===== src/rtl/lane_reorder_ctrl_pkg.sv =====
// Shared definitions for the RX lane-reorder controller and the lane-swap datapath.
package lane_reorder_ctrl_pkg;

    typedef enum logic [2:0] {
        ST_COLLECT = 3'd0,
        ST_BUILD   = 3'd1,
        ST_DONE    = 3'd2,
        ST_RUN     = 3'd3,
        ST_ERROR   = 3'd4
    } state_t;

    localparam int N_LANES_DEF = 20;

    // Width of one lane ID; never collapses to zero bits for a single lane.
    function automatic int id_width(input int n);
        return (n <= 1) ? 1 : $clog2(n);
    endfunction

    // MSB position of field k in a packed bus; field 0 sits at the top of the bus.
    function automatic int field_msb(input int nb_bus, input int nb_id, input int k);
        return nb_bus - 1 - k * nb_id;
    endfunction

endpackage


===== src/rtl/lane_reorder_ctrl.sv =====
// Lane-reorder controller: gathers per-phy-lane logical IDs once all lanes hold AM lock,
// validates them as a permutation, builds the logical->phy selector bus and then paces
// the serialiser with a done strobe followed by shift/load pulses.
module lane_reorder_ctrl
    import lane_reorder_ctrl_pkg::*;
#(
    parameter int N_LANES   = N_LANES_DEF,
    parameter int NB_ID     = id_width(N_LANES),
    parameter int NB_ID_BUS = NB_ID * N_LANES
) (
    input  logic                 i_clock,
    input  logic                 i_reset_n,
    input  logic                 i_enable,
    input  logic                 i_restart,
    input  logic [N_LANES-1:0]   i_am_lock,
    input  logic [NB_ID_BUS-1:0] i_lane_ids,
    output logic [NB_ID_BUS-1:0] o_sel_ids,
    output logic                 o_reorder_done,
    output logic                 o_load,
    output logic                 o_shift_enable,
    output logic                 o_aligned,
    output logic                 o_error,
    output logic [NB_ID-1:0]     o_err_lane
);

    state_t                 r_state;
    state_t                 w_next;
    logic [NB_ID_BUS-1:0]   r_snap;
    logic [NB_ID_BUS-1:0]   r_sel;
    logic [N_LANES-1:0]     r_seen;
    logic [NB_ID-1:0]       r_idx;
    logic [NB_ID-1:0]       r_cnt;
    logic [NB_ID-1:0]       r_err_lane;
    logic                   r_done;
    logic                   r_load;
    logic                   r_shift;

    logic                   w_all_lock;
    logic [NB_ID-1:0]       w_id;
    logic                   w_id_bad;
    logic                   w_seen_hit;
    logic                   w_idx_last;
    logic                   w_cnt_last;
    logic                   w_run_tick;

    assign w_all_lock = &i_am_lock;
    assign w_idx_last = (r_idx == NB_ID'(N_LANES - 1));
    assign w_cnt_last = (r_cnt == NB_ID'(N_LANES - 1));

    // Pick the snapshotted ID of the phy lane under test and check it against range and the seen bitmap.
    always_comb begin
        w_id       = '0;
        w_seen_hit = 1'b0;
        for (int k = 0; k < N_LANES; k++) begin
            if (r_idx == NB_ID'(k)) w_id = r_snap[field_msb(NB_ID_BUS, NB_ID, k) -: NB_ID];
        end
        for (int k = 0; k < N_LANES; k++) begin
            if (w_id == NB_ID'(k) && r_seen[k]) w_seen_hit = 1'b1;
        end
        w_id_bad = (int'(w_id) >= N_LANES) || w_seen_hit;
    end

    // Next-state: restart beats lock-loss beats normal progress.
    always_comb begin
        w_next = r_state;
        case (r_state)
            ST_COLLECT: if (w_all_lock) w_next = ST_BUILD;
            ST_BUILD: begin
                if (w_id_bad)        w_next = ST_ERROR;
                else if (w_idx_last) w_next = ST_DONE;
            end
            ST_DONE:  w_next = ST_RUN;
            ST_RUN:   w_next = ST_RUN;
            ST_ERROR: w_next = ST_ERROR;
            default:  w_next = ST_COLLECT;
        endcase
        if (r_state != ST_COLLECT && !w_all_lock) w_next = ST_COLLECT;
        if (i_restart)                            w_next = ST_COLLECT;
    end

    // A RUN pacing step only counts if RUN is not being abandoned on this edge.
    assign w_run_tick = (r_state == ST_RUN) && i_enable && (w_next == ST_RUN);

    // State register, registered strobes and the BUILD/RUN datapath registers.
    always_ff @(posedge i_clock) begin
        if (!i_reset_n) begin
            r_state    <= ST_COLLECT;
            r_snap     <= '0;
            r_sel      <= '0;
            r_seen     <= '0;
            r_idx      <= '0;
            r_cnt      <= '0;
            r_err_lane <= '0;
            r_done     <= 1'b0;
            r_load     <= 1'b0;
            r_shift    <= 1'b0;
        end else begin
            r_state <= w_next;
            r_done  <= (w_next == ST_DONE);
            r_load  <= w_run_tick && w_cnt_last;
            r_shift <= w_run_tick && !w_cnt_last;
            case (r_state)
                ST_COLLECT: begin
                    if (w_next == ST_BUILD) begin
                        r_snap <= i_lane_ids;
                        r_seen <= '0;
                        r_idx  <= '0;
                    end
                end
                ST_BUILD: begin
                    if (w_next == ST_ERROR) begin
                        r_err_lane <= r_idx;
                    end else if (w_next != ST_COLLECT) begin
                        for (int k = 0; k < N_LANES; k++) begin
                            if (w_id == NB_ID'(k)) begin
                                r_sel[field_msb(NB_ID_BUS, NB_ID, k) -: NB_ID] <= r_idx;
                                r_seen[k] <= 1'b1;
                            end
                        end
                        if (!w_idx_last) r_idx <= r_idx + NB_ID'(1);
                    end
                end
                ST_DONE: r_cnt <= '0;
                ST_RUN: begin
                    if (w_run_tick) r_cnt <= w_cnt_last ? '0 : r_cnt + NB_ID'(1);
                end
                default: ;
            endcase
        end
    end

    assign o_sel_ids      = r_sel;
    assign o_reorder_done = r_done;
    assign o_load         = r_load;
    assign o_shift_enable = r_shift;
    assign o_aligned      = (r_state == ST_RUN);
    assign o_error        = (r_state == ST_ERROR);
    assign o_err_lane     = r_err_lane;

endmodule


===== config.mk =====
export PLATFORM = sky130hd
export DESIGN_NAME = lane_reorder_ctrl
export DESIGN_NICKNAME = d
export VERILOG_FILES = /design/src/rtl/lane_reorder_ctrl_pkg.sv /design/src/rtl/lane_reorder_ctrl.sv
export SDC_FILE = /design/constraint.sdc
export NUM_CORES = 1
export LEC_CHECK = 0
export ABC_CLOCK_PERIOD_IN_PS = 10260
export CORE_MARGIN = 2
export CORE_UTILIZATION = 50
export CTS_BUF_LIST = sky130_fd_sc_hd__clkbuf_8
export CTS_CLUSTER_SIZE = 10
export DETAILED_ROUTE_END_ITERATION = 6
export PLACE_DENSITY = 0.77
export SETUP_SLACK_MARGIN = 0.15
export SLEW_MARGIN = 20
export SYNTH_ARGS = -nofsm -noshare
export SYNTH_HDL_FRONTEND = slang
export SYNTH_SLANG_ARGS = --single-unit

===== constraint.sdc =====
create_clock -name i_clock -period 10.26 [get_ports i_clock]
set_input_delay 1.539 -clock i_clock [delete_from_list [all_inputs] [get_ports i_clock]]
set_output_delay 1.539 -clock i_clock [all_outputs]
set_load 0.1 [all_outputs]

==> results by stage, run 1 <==
Run status:
- The flow ran to the end, and the final reports show no timing, DRC or antenna violations.

GRT:
- The number of global-route vias before repair is 10250.
- The maximum number of pins on one net before global-route repair is 118.
- Summed over all layers, the global routing overflow is 0.
- The number of antenna violations at the first check in global routing came to 0.
- The total global-route track usage is between 20 and 30%.
- The first global-routing pass estimated 53.23 mm of wire.

Clock network:
- The cell chosen for the clock root is sky130_fd_sc_hd__clkbuf_8.
- The TritonCTS clock tree is yes.
- The sink count of the clock tree is around 240.
- The clock transition at the registers of the reported paths is 60 ps.
- Gates resized during post-CTS repair numbered 0.
- The total CTS buffers is 40.
- The number of buffers on the longest clock path is 3.
- The later pin in the worst-skew pair is clocked with a latency of 540 ps.
- The post-CTS setup buffer count is 0.
- Buffers inserted to repair hold after CTS numbered 0.
- The H-tree was split into 2 levels.

Power:
- Per report_power, the sequential group accounts for 49.3% of the total.
- The switching share of total power is 21.70%.
- The clock share of power is 46.5%.
- The analysis attributes to net switching a power of 411.8 µW.
- The maximum ir drop on the vdd rail is around 120 µV.
- The power density relative to cell area is 131.4 nW/µm².
- Combinational logic burns 4.2% of the power.
- The standby leakage power is 0.005547 µW.
- The internal portion of the total power is 1486 µW.

Synthesis:
- The synthesized netlist devotes less than 1% of its cell area to XOR and XNOR gates.
- The synthesized netlist devotes 11.76% of its cell area to compound gates.
- The number of enable-type register cells in the synthesized netlist is 0.
- The synthesized area divided by synthesized cell count is 8.396 µm².
- The synthesized-area fraction occupied by and/or/nand/nor cells is 24.03%.
- The synthesized netlist devotes 0.7501% of its cell area to adder and majority cells.
- The mux contribution to synthesized area is between 10% and 20%.
- Counting every net in the synthesized netlist gives 1481.
- After synthesis, the largest family of logic cells by area is simple AND/OR/NAND/NOR gates.
- Synthesis produced a netlist whose cell count is around 1400.
- The synthesized design contains 241 register bits.
- The fraction of registers with async set/reset is 0%.
- The number of warnings issued by yosys is 0.
- Of the synthesized area, sequential elements account for 42.53%.
- The count of different cell masters after synthesis is 74.
- The cell area after technology mapping is 11340 µm².
- The dominant synthesized flop cell is sky130_fd_sc_hd__dfxtp_1.

Worst setup path:
- The data arrival time of the worst path is 7250 ps.
- The dominant cell type by count on the critical path is sky130_fd_sc_hd__ha_1.
- The setup slack of the worst register-to-register path is ~3500 ps.
- The signal on the critical path passes through ha_1 -> buf_4 -> inv_1 -> nor3_1 -> ha_1 -> nand2b_1 -> o31ai_1 -> o21ai_0 -> o211a_1 -> a21oi_1 -> nand2_1 -> a2111o_1 -> a221oi_2 -> a32oi_2 -> nor3_2 -> buf_12 -> mux2i_1.
- The start-to-end type of the worst setup path is flip-flop to flip-flop.
- Along the worst path, the maximum fanout reaches 110.
- The delay of the slowest critical-path stage is 1040 ps.
- STA classifies the critical path endpoint as a flip-flop.
- For this design, the slowest cell found on the critical path is sky130_fd_sc_hd__dfxtp_1.
- The kind of launch point of the worst setup path is a flip-flop.
- The destination of the worst register-to-register timing path is r_snap[77]$_SDFFE_PN0P_.
- The worst-case reg-to-reg path depth is 17.
- In this run the critical register-to-register path is launched from r_idx[0]$_SDFFE_PN0P_.
- STA puts the critical path data required time at 10700 ps.

STA:
- The worst relative slew slack is 25.42%.
- The final worst slack is 3457 ps.
- Setup violations remaining at the end of the flow were counted as 0.
- The worst slack on hold paths is 452.5 ps.
- In the final timing run, aggregate negative setup slack is 0 ps.
- The post-route clock skew is 20.53 ps.
- Setup repair after global routing left no endpoint under its margin.
- The time the final worst path needs with I/O delays and setup is a little under 7000 ps.
- The period utilization is 66.31%.
- The pin slew with the least headroom to its limit is ~1100 ps.
- The number of pins with negative max-slew slack in the final report is 0.
- The number of hold violations in the final report is 0.
- The highest clock frequency the design can meet is 0.1470 GHz.

Routing:
- In this run the remaining antenna-violating nets after routing total 0.
- The final route contains 10430 vias.
- For this run, the detailed router's first-pass iteration total came to 6.
- After the first detailed-routing iteration, the DRC count stood at 789.
- The detailed-route wire length per cell is 18.04 µm.
- Wires add up to 33.34 mm.
- After detailed routing, the number of remaining DRC violations is 0.
- Using the TritonRoute via totals, the vias-per-cell ratio works out to approximately 5.6.

Floorplanning:
- The area of the core region is 22430 µm².
- The chip height is approximately 150 µm.
- The floorplan has 55 rows.
- The starting density of the core is 50.56%.
- The number of placed I/O pins is 234.
- The die is 154.6 µm wide.
- The total die area is 23910 µm².

Min path:
- The worst min-delay path class is flip-flop to flip-flop.
- The startpoint identified for the worst hold timing path is o_sel_ids[57]$_SDFFE_PN0P_.
- Along the worst hold path, the cell count comes to 2.
- The worst hold path terminates at o_sel_ids[57]$_SDFFE_PN0P_.

Finish:
- The signed area change from the synthesized netlist to the final layout is 27.38%.
- The proportion of layout cells with a drive suffix above 1 is 5.950%.
- The total number of nets in the final design is 1662.
- The number of standard cells in the final layout excluding fillers is 1848.
- Counting the fill cells in the layout gives 1955.
- The total inserted antenna cells is 0.
- The final cell utilization of the core is 64.41%.

Placed design:
- The placed instance count is between 1500 and 2000.
- The placement-stage worst setup slack is roughly 3700 ps.
- In this run the tool buffered the top-level ports with 233 buffer cells.
- The sum of net half-perimeters after detailed placement is 22.38 mm.
- At the end of routability-driven placement, the weighted congestion stood at 0.9512.

Flow run:
- The total of max-cap violations is 0.
==> flip-flops by register name, indices dropped and copies added, names as in the netlist <==
signal          flops
o_err_lane          5
o_shift_enable      1
r_snap            100
o_load              1
o_sel_ids         100
r_seen             20
r_state             3
o_reorder_done      1
r_cnt               5
r_idx               5
==> placed cells by master (no fill, tap or decap), drive strengths merged, types with 3 or more instances in the layout <==
cell type	instances
a21oi	80
nand3b	9
a221oi	6
nand2	297
nand3	48
o31ai	4
clkbuf	52
buf	12
nor3b	6
xor2	3
nor4	6
a21o	6
o221a	4
nand2b	15
a2111oi	3
o311ai	4
nand4	44
a211oi	10
o21ai	38
dfxtp	241
and2	3
nor2b	15
or3	3
mux2i	169
inv	43
a31oi	6
ha	6
o22ai	9
or2	3
o211ai	4
nor3	27
nor2	106
and3	6
a311oi	4
clkdlybuf4s50	232
==> critical path, delay by kind of cell, from the launching register on <==
family          cells  cell delay [ps]
compound gates      7             2190
simple gates        4             1120
buf+inv             3             1110
flops               1             1040
fa+ha+maj           2              720
mux                 1              290
==> power by group through the flow <==
stage	sequential [µW]	clock [µW]	combinational [µW]
global placement	956	0	79.9
CTS	936	898	80.9
floorplan	956	0	27.4
finish	936	882	80.4
detailed placement	956	0	80.2
global route	935	940	87.3
==> logic make-up (layout without fill, tap and decap cells) <==
group,Yosys count,after routing
simple gates,597,597
flops,241,241
compound gates,202,202
mux,170,170
buf+inv,130,342
fa+ha+maj,7,7
xor+xnor,4,4
==> area by class of cell <==
class | count | area [µm²] | area share (%)
flip-flops and latches | 241 | 4825 | 33.39
well taps | 285 | 356.6 | 2.468
inverters | 25 | 95.09 | 0.6581
repair buffers | 244 | 2432 | 16.83
multi-input cells | 980 | 5888 | 40.75
clock buffers | 52 | 715.7 | 4.953
clock inverters | 21 | 136.4 | 0.9439
==> synthesized netlist by cell type (9+ instances only) <==
cell type / count / area, µm²
sky130_fd_sc_hd__a211oi_1: 9 / 67.56
sky130_fd_sc_hd__a21oi_1: 79 / 395.4
sky130_fd_sc_hd__buf_2: 25 / 125.1
sky130_fd_sc_hd__buf_4: 16 / 120.1
sky130_fd_sc_hd__clkbuf_1: 60 / 225.2
sky130_fd_sc_hd__dfxtp_1: 241 / 4825
sky130_fd_sc_hd__inv_1: 22 / 82.58
sky130_fd_sc_hd__mux2i_1: 169 / 1692
sky130_fd_sc_hd__nand2_1: 297 / 1115
sky130_fd_sc_hd__nand2b_1: 15 / 93.84
sky130_fd_sc_hd__nand3_1: 48 / 240.2
sky130_fd_sc_hd__nand3b_1: 9 / 67.56
sky130_fd_sc_hd__nand4_1: 40 / 250.2
sky130_fd_sc_hd__nor2_1: 105 / 394.1
sky130_fd_sc_hd__nor2b_1: 15 / 93.84
sky130_fd_sc_hd__nor3_1: 27 / 135.1
sky130_fd_sc_hd__o21ai_0: 36 / 180.2
sky130_fd_sc_hd__o22ai_1: 9 / 56.30
==> worst max-delay path by stage <==
| stage | depth (start not counted) | startpoint | endpoint |
|---|---|---|---|
| after floorplan | 14 | i_am_lock[18] | r_snap[49]$_SDFFE_PN0P_ |
| after global placement | 14 | r_idx[0]$_SDFFE_PN0P_ | r_snap[52]$_SDFFE_PN0P_ |
| after detailed placement | 17 | r_idx[0]$_SDFFE_PN0P_ | r_snap[46]$_SDFFE_PN0P_ |
| after CTS | 14 | r_idx[0]$_SDFFE_PN0P_ | r_snap[77]$_SDFFE_PN0P_ |
| after global routing | 17 | r_idx[0]$_SDFFE_PN0P_ | r_snap[83]$_SDFFE_PN0P_ |
| final | 17 | r_idx[0]$_SDFFE_PN0P_ | r_snap[77]$_SDFFE_PN0P_ |
==> stage by stage <==
step	total power (µW)	area, µm²
5_1_grt	1962	14450
6_report	1898	14450
4_1_cts	1915	14450
3_5_place_dp	1037	13590
2_1_floorplan	983.7	11340
3_3_place_gp	1036	13590
==> routing by layer <==
layer / track usage [%] / wire length (µm)
met2: 41.79 / 14450
met4: 8.113 / 549
met3: 7.845 / 3118
met1: 37.68 / 15220
met5: 0 / 0
No activity file was read; power rests on OpenSTA's default activity.
==> run 2: changes to the inputs <==
- ABC_CLOCK_PERIOD_IN_PS: 10260 -> 6700
- clock period: 10.26 -> 6.7 ns (I/O delays scaled with it)
==> results by stage, run 2 (synthesis gave the netlist of run 1 again) <==
GRT:
- The total congestion overflow after global routing is 0 (unchanged).
- The total global-route track usage was 27.63% (+0.27 points).
- The maximum number of pins on one net before global-route repair is 123 (+4.2%).
- The wire length of the first global-routing pass was 53.69 mm (+0.87%).
- The number of global-route vias before repair is 10090 (-1.5%).
- The number of antenna violations at the first check in global routing is 0 (unchanged).

Clock network:
- The TritonCTS clock tree is yes.
- The sink count of the clock tree came to 241 (unchanged).
- The total CTS buffers was 41 (+2.5%).
- The number of buffers inserted for hold repair after clock tree synthesis is 0 (unchanged).
- The level count of the clock H-tree is 2 (unchanged).
- The number of buffers on the longest clock path is 3 (unchanged).
- The tree is rooted in a sky130_fd_sc_hd__clkbuf_8.
- The post-cts repair resize count was 0 (unchanged).
- The post-CTS setup buffer count is 0 (unchanged).
- The clock transition at the registers of the reported paths was 60 ps (about the same).
- The insertion delay of the later-clocked pin in the worst-skew pair was 560 ps (+20 ps).

Routing:
- The ratio of routed vias to standard cells is 5.663 (+0.33%).
- The count of unresolved DRC violations after routing is 0 (unchanged).
- The number of optimization iterations in the first detailed-route pass is 6 (unchanged).
- The number of nets with antenna violations after routing came to 0 (unchanged).
- The total via count after detailed routing is 10530 (+0.93%).
- The first-iteration detailed-routing DRC count is 1180 (+50%).
- The detailed-route wire length per cell was 18.33 µm (+1.6%).
- The overall routed net length is 34.07 mm (+2.2%).

Flow run:
- The total of max-cap violations is 0 (unchanged).

Finish:
- The proportion of layout cells with a drive suffix above 1 is 6.989% (+1.0 points).
- The signed area change from the synthesized netlist to the final layout is 28.13%.
- The area of all placed cells without fillers was 14530 µm² (+0.59%).
- The count of fill cells added during filler insertion came to 1886 (-3.5%).
- The total inserted antenna cells is 0 (unchanged).
- The library cells used most frequently in the layout, excluding fill and tap cells, are 297 x sky130_fd_sc_hd__nand2_1, 241 x sky130_fd_sc_hd__dfxtp_1, 232 x sky130_fd_sc_hd__clkdlybuf4s50_1.
- The most common library cell in the layout ignoring fill and taps is sky130_fd_sc_hd__nand2_1.
- The total number of nets in the final design is 1672 (+0.60%).

Power:
- The clock share of power is 46.8% (+0.3 points).
- The combinational cell fraction of total power came to 4.2% (about the same).
- The switching share of total power is 22.65% (+0.95 points).
- The power density relative to cell area is 201.4 nW/µm² (+53%).
- The standby leakage power is 0.005580 µW (+0.59%).
- The sequential group share of total power was 49.0% (-0.3 points).
- The power dissipated by switching net loads is 662.8 µW (+61%).
- The maximum ir drop on the vdd rail came to 193.8 µV (+67%).
- The total internal power came to 2264 µW (+52%).

STA:
- The worst slack on hold paths is 451.8 ps (-0.6560 ps).
- The highest clock frequency the design can meet came to 0.1685 GHz (+15%).
- The post-route clock skew is 32.50 ps (+11.98 ps).
- The final worst slack came to 766.3 ps (-2691 ps).
- The worst relative slew slack is 24.59% (-0.83 points).
- The time the final worst path needs with I/O delays and setup was 5934 ps (-869.4 ps).
- The number of hold violations in the final report is 0 (unchanged).
- Setup repair after global routing left no endpoint under its margin.
- The number of pins with negative max-slew slack in the final report is 0 (unchanged).
- The final setup TNS is 0 ps (unchanged).
- The total setup violations reported at the end of the flow was 0 (unchanged).
- The pin slew with the least headroom to its limit is 1130 ps (+12.37 ps).
- The period utilization is 88.56% (+22 points).

Placed design:
- The weighted congestion at the end of routability-driven global placement is 0.9684 (+1.8%).
- The total cell area at the placement stage was 13670 µm² (+0.59%).
- The sum of net half-perimeters after detailed placement is 23.24 mm (+3.8%).
- The number of buffer cells added on primary ports is 233 (unchanged).
- The placement-stage worst setup slack was 994.1 ps (-2756 ps).

Worst setup path:
- STA classifies the critical path startpoint as a flip-flop.
- For this design, the slowest cell found on the critical path is sky130_fd_sc_hd__dfxtp_1.
- The kind of cell adding the most delay to the critical path is compound AO/OA/AOI/OAI gates.
- The data arrival time of the worst path is 6410 ps (-840 ps).
- The delay of the slowest critical-path stage is 1070 ps (+30 ps).
- The critical path goes through inv_2 -> nor3_1 -> ha_1 -> nand2b_1 -> o31ai_1 -> o21ai_0 -> o211a_1 -> a21oi_1 -> nand2_1 -> a2111o_1 -> a221oi_2 -> a32oi_2 -> nor3_2 -> buf_12 -> mux2i_1.
- The maximum net fanout on the critical path was 79 (-28%).
- The count of buffer and inverter cells on the critical path is 2 (-1).
- The element type at the critical path end is a flip-flop.
- The required time of the worst setup path is 7170 ps (-3530 ps).
- The worst setup path is of the flip-flop to flip-flop kind.

Floorplanning:
- The die span in x is 154.6 µm (unchanged).
- The area of the core region is 22430 µm² (unchanged).
- The number of placed I/O pins is 234 (unchanged).
- The total die area came to 23910 µm² (unchanged).
- The chip height came to 154.6 µm (unchanged).
- The number of rows created at floorplan came to 55 (unchanged).
- The starting density of the core was 50.56% (unchanged).

Min path:
- The worst min-delay path class is flip-flop to flip-flop.

Run status:
- The flow ran to the end, and the final reports show no timing, DRC or antenna violations.
## run 2: cell types whose count changed in the layout (fill, tap and decap cells not counted), sizes merged
cell | before | now
buf | 12 | 21
clkinv | 1 | 8
inv | 43 | 38
clkbuf | 52 | 50
clkinvlp | 0 | 2
## run 2: through the flow
step                      instances  power, µW  util, %
after detailed placement       1784       1588    60.95
after global placement         1784       1588    60.95
final                          1859       2927    64.79
after CTS                      1859       2941    64.79
after floorplan                1351       1506        -
after global routing           1859       3024    64.79
## run 2: worst min-delay path, stage by stage (launching register included)
cell	delay [ps]
sky130_fd_sc_hd__dfxtp_1	310
sky130_fd_sc_hd__nand2_1	50
sky130_fd_sc_hd__a21oi_1	50
## run 2: path summary, 6_finish.rpt
| kind | depth (start not counted) | start | slack [ps] | endpoint |
|---|---|---|---|---|
| worst max-delay path | 15 | r_idx[3]$_SDFFE_PN0P_ | 770 | r_snap[96]$_SDFFE_PN0P_ |
| worst max register to register | 15 | r_idx[3]$_SDFFE_PN0P_ | 770 | r_snap[96]$_SDFFE_PN0P_ |
| worst min register to register | 2 | o_sel_ids[78]$_SDFFE_PN0P_ | 450 | o_sel_ids[78]$_SDFFE_PN0P_ |
| worst min-delay path | 2 | o_sel_ids[78]$_SDFFE_PN0P_ | 450 | o_sel_ids[78]$_SDFFE_PN0P_ |
## run 2: cell type report
type	instances	area, µm²	area share, %
repair buffers	253	2509	17.26
inverters	25	95.09	0.6543
clock inverters	25	172.7	1.188
multi-input cells	980	5888	40.51
well taps	285	356.6	2.454
clock buffers	50	688.2	4.735
flip-flops and latches	241	4825	33.20
## run 2: routing by layer
metal,part of all wire (%),global-route usage (%),up-vias
met4,2.3,8.157,0
met1,44,38.35,4884
met2,43,41.65,501
li1,-,-,5088
met3,11,8.182,54
met5,0,0,-
## run 2: power groups by stage
stage | Sequential [µW] | Clock, µW | Combinational [µW]
after floorplan | 1460 | 0 | 41.9
after global placement | 1460 | 0 | 124
after detailed placement | 1460 | 0 | 124
after CTS | 1430 | 1380 | 125
after global routing | 1430 | 1460 | 134
final | 1430 | 1370 | 124
==> run 3: changes to the inputs <==
- CORE_UTILIZATION: 50 -> 53
- CTS_BUF_LIST: sky130_fd_sc_hd__clkbuf_8 -> sky130_fd_sc_hd__clkbuf_4
- PLACE_DENSITY: 0.77 -> 0.81
- SLEW_MARGIN: 20 -> 0
==> results by stage, run 3 (synthesis gave the netlist of run 1 again) <==
Run status:
- The run finished, with violations left.
- The checks that failed: design-rule violations.

Worst setup path:
- The maximum net fanout on the critical path was 50 (-37%).
- The data arrival time of the worst path is 6370 ps (-40 ps).
- The element type at the critical path end is a flip-flop.
- The critical path in this run is classified as flip-flop to flip-flop.
- The required time of the worst setup path is 7280 ps (+110 ps).
- STA classifies the critical path startpoint as a flip-flop.

GRT:
- The total congestion overflow after global routing is 0 (unchanged).
- The number of antenna violations at the first check in global routing is 1 (+1).
- The maximum number of pins on one net before global-route repair is 135 (+9.8%).
- The number of global-route vias before repair was 10370 (+2.8%).
- The wire length of the first global-routing pass is 52.28 mm (-2.6%).
- The total global-route track usage is 28.73% (+1.1 points).

Clock network:
- The TritonCTS clock tree is yes.
- The number of buffers on the longest clock path is 3 (unchanged).
- The insertion delay of the later-clocked pin in the worst-skew pair is 700 ps (+140 ps).
- The total CTS buffers was 60 (+46%).
- The post-cts repair resize count was 0 (unchanged).
- Clock tree synthesis selected as its root buffer the cell sky130_fd_sc_hd__clkbuf_4.
- The level count of the clock H-tree is 2 (unchanged).
- The number of buffers inserted for hold repair after clock tree synthesis is 0 (unchanged).
- The sink count of the clock tree is 241 (unchanged).
- The clock transition at the registers of the reported paths is 60 ps (about the same).
- The post-CTS setup buffer count is 0 (unchanged).

Routing:
- The count of unresolved DRC violations after routing is 3 (+3).
- The total via count after detailed routing is 10710 (+1.7%).
- The first-iteration detailed-routing DRC count is 985 (-17%).
- The number of optimization iterations in the first detailed-route pass is 7 (+1).
- The ratio of routed vias to standard cells came to 5.702 (+0.69%).
- The overall routed net length is 33.22 mm (-2.5%).
- The number of nets with antenna violations after routing is 0 (unchanged).
- The detailed-route wire length per cell is 17.69 µm (-3.5%).

STA:
- The number of hold violations in the final report is 0 (unchanged).
- The worst relative slew slack is 26.54% (+1.9 points).
- Setup repair after global routing left no endpoint under its margin.
- The worst slack on hold paths was 455.0 ps (+3.192 ps).
- The final setup TNS is 0 ps (unchanged).
- The pin slew with the least headroom to its limit is 1098 ps (-31.10 ps).
- The total setup violations reported at the end of the flow is 0 (unchanged).
- The period utilization came to 86.40% (-2.2 points).
- The post-route clock skew was 49.62 ps (+17.12 ps).
- The time the final worst path needs with I/O delays and setup is 5789 ps (-144.7 ps).
- The highest clock frequency the design can meet is 0.1727 GHz (+2.5%).
- The number of pins with negative max-slew slack in the final report came to 0 (unchanged).

Finish:
- In the layout the commonest cells are 297 x sky130_fd_sc_hd__nand2_1, 241 x sky130_fd_sc_hd__dfxtp_1, 232 x sky130_fd_sc_hd__clkdlybuf4s50_1.
- The total number of nets in the final design is 1688 (+0.96%).
- The number of standard cells in the final layout excluding fillers is 1878 (+1.0%).
- The proportion of layout cells with a drive suffix above 1 is 8.365% (+1.4 points).
- The most common library cell in the layout ignoring fill and taps is sky130_fd_sc_hd__nand2_1.
- The count of fill cells added during filler insertion is 1712 (-9.2%).
- The signed area change from the synthesized netlist to the final layout is 27.18%.

Power:
- The power dissipated by switching net loads is 648.6 µW (-2.1%).
- The combinational cell fraction of total power came to 4.4% (+0.2 points).
- The sequential group share of total power was 50.3% (+1.3 points).
- The total internal power is 2199 µW (-2.8%).
- The maximum ir drop on the vdd rail is 166.6 µV (-14%).
- The standby leakage power is 0.005541 µW (-0.69%).
- The switching share of total power came to 22.77% (+0.13 points).
- The clock share of power was 45.3% (-1.5 points).
- The power density relative to cell area is 197.4 nW/µm² (-2.0%).

Placed design:
- The weighted congestion at the end of routability-driven global placement came to 0.9587 (-1.0%).
- The placed instance count was 1771 (-0.73%).
- The number of buffer cells added on primary ports was 233 (unchanged).
- The sum of net half-perimeters after detailed placement was 22.60 mm (-2.7%).

Floorplanning:
- The number of rows created at floorplan is 53 (-3.6%).
- The starting density of the core is 53.96% (+3.4 points).
- The number of placed I/O pins is 234 (unchanged).
- The total die area is 22590 µm² (-5.5%).
- The chip height came to 150.3 µm (-2.8%).
- The area of the core region is 21020 µm² (-6.3%).
- The die span in x was 150.3 µm (-2.8%).

Flow run:
- The total of max-cap violations is 0 (unchanged).

Min path:
- The min-delay analysis places its worst path in the category flip-flop to flip-flop.
==> run 3: power groups by stage <==
| stage | Clock [µW] | Combinational (µW) | Sequential, µW |
|---|---|---|---|
| after floorplan | 0 | 41.9 | 1460 |
| after global placement | 0 | 124 | 1460 |
| after detailed placement | 0 | 124 | 1460 |
| after CTS | 1310 | 125 | 1430 |
| after global routing | 1390 | 135 | 1430 |
| final | 1290 | 125 | 1430 |
==> run 3: metal layers <==
metal  vias up  track usage [%]  wire length [µm]
li1       5153                -                 -
met1      5016            39.38             14990
met2       488            44.18             14670
met3        51            7.636              2989
met4         0            9.009               565
met5         -                0                 0
==> run 3: final timing paths <==
check	startpoint	to	slack (ps)	cells after the start
min	o_sel_ids[51]$_SDFFE_PN0P_	o_sel_ids[51]$_SDFFE_PN0P_	460	2
max reg2reg	r_idx[1]$_SDFFE_PN0P_	r_snap[16]$_SDFFE_PN0P_	910	16
min reg2reg	o_sel_ids[51]$_SDFFE_PN0P_	o_sel_ids[51]$_SDFFE_PN0P_	460	2
max	r_idx[1]$_SDFFE_PN0P_	r_snap[16]$_SDFFE_PN0P_	910	16
==> run 3: layout make-up <==
class                   count  area [µm²]  area share (%)
diodes                      1       2.502         0.01735
clock buffers              85       638.1           4.423
clock inverters            21       160.2           1.110
inverters                  25       95.09          0.6592
multi-input cells         980        5888           40.82
flip-flops and latches    241        4825           33.44
well taps                 275       344.1           2.385
repair buffers            250        2474           17.15
==> run 3: through the flow <==
stage | setup slack [ps] | area, µm² | total power (µW) | util (%)
final | 911.0 | 14430 | 2848 | 68.63
after global routing | 470.9 | 14430 | 2953 | 68.63
after CTS | 974.7 | 14420 | 2869 | 68.62
after detailed placement | 1080 | 13630 | 1589 | 64.82
after global placement | 1286 | 13630 | 1589 | 64.82
after floorplan | 2702 | 11340 | 1506 | -
==> run 3: worst max-delay path, stage by stage (launching register included) <==
cell	delay, ps
sky130_fd_sc_hd__dfxtp_1	300
sky130_fd_sc_hd__buf_4	230
sky130_fd_sc_hd__inv_1	140
sky130_fd_sc_hd__ha_1	430
sky130_fd_sc_hd__buf_4	410
sky130_fd_sc_hd__nor2b_1	290
sky130_fd_sc_hd__or3_1	150
sky130_fd_sc_hd__a31oi_1	90
sky130_fd_sc_hd__o32a_1	210
sky130_fd_sc_hd__o21ai_1	730
sky130_fd_sc_hd__mux2_1	400
sky130_fd_sc_hd__a2111o_1	460
sky130_fd_sc_hd__a221oi_2	310
sky130_fd_sc_hd__a32oi_2	230
sky130_fd_sc_hd__nor3_2	270
sky130_fd_sc_hd__buf_4	700
sky130_fd_sc_hd__mux2i_1	290
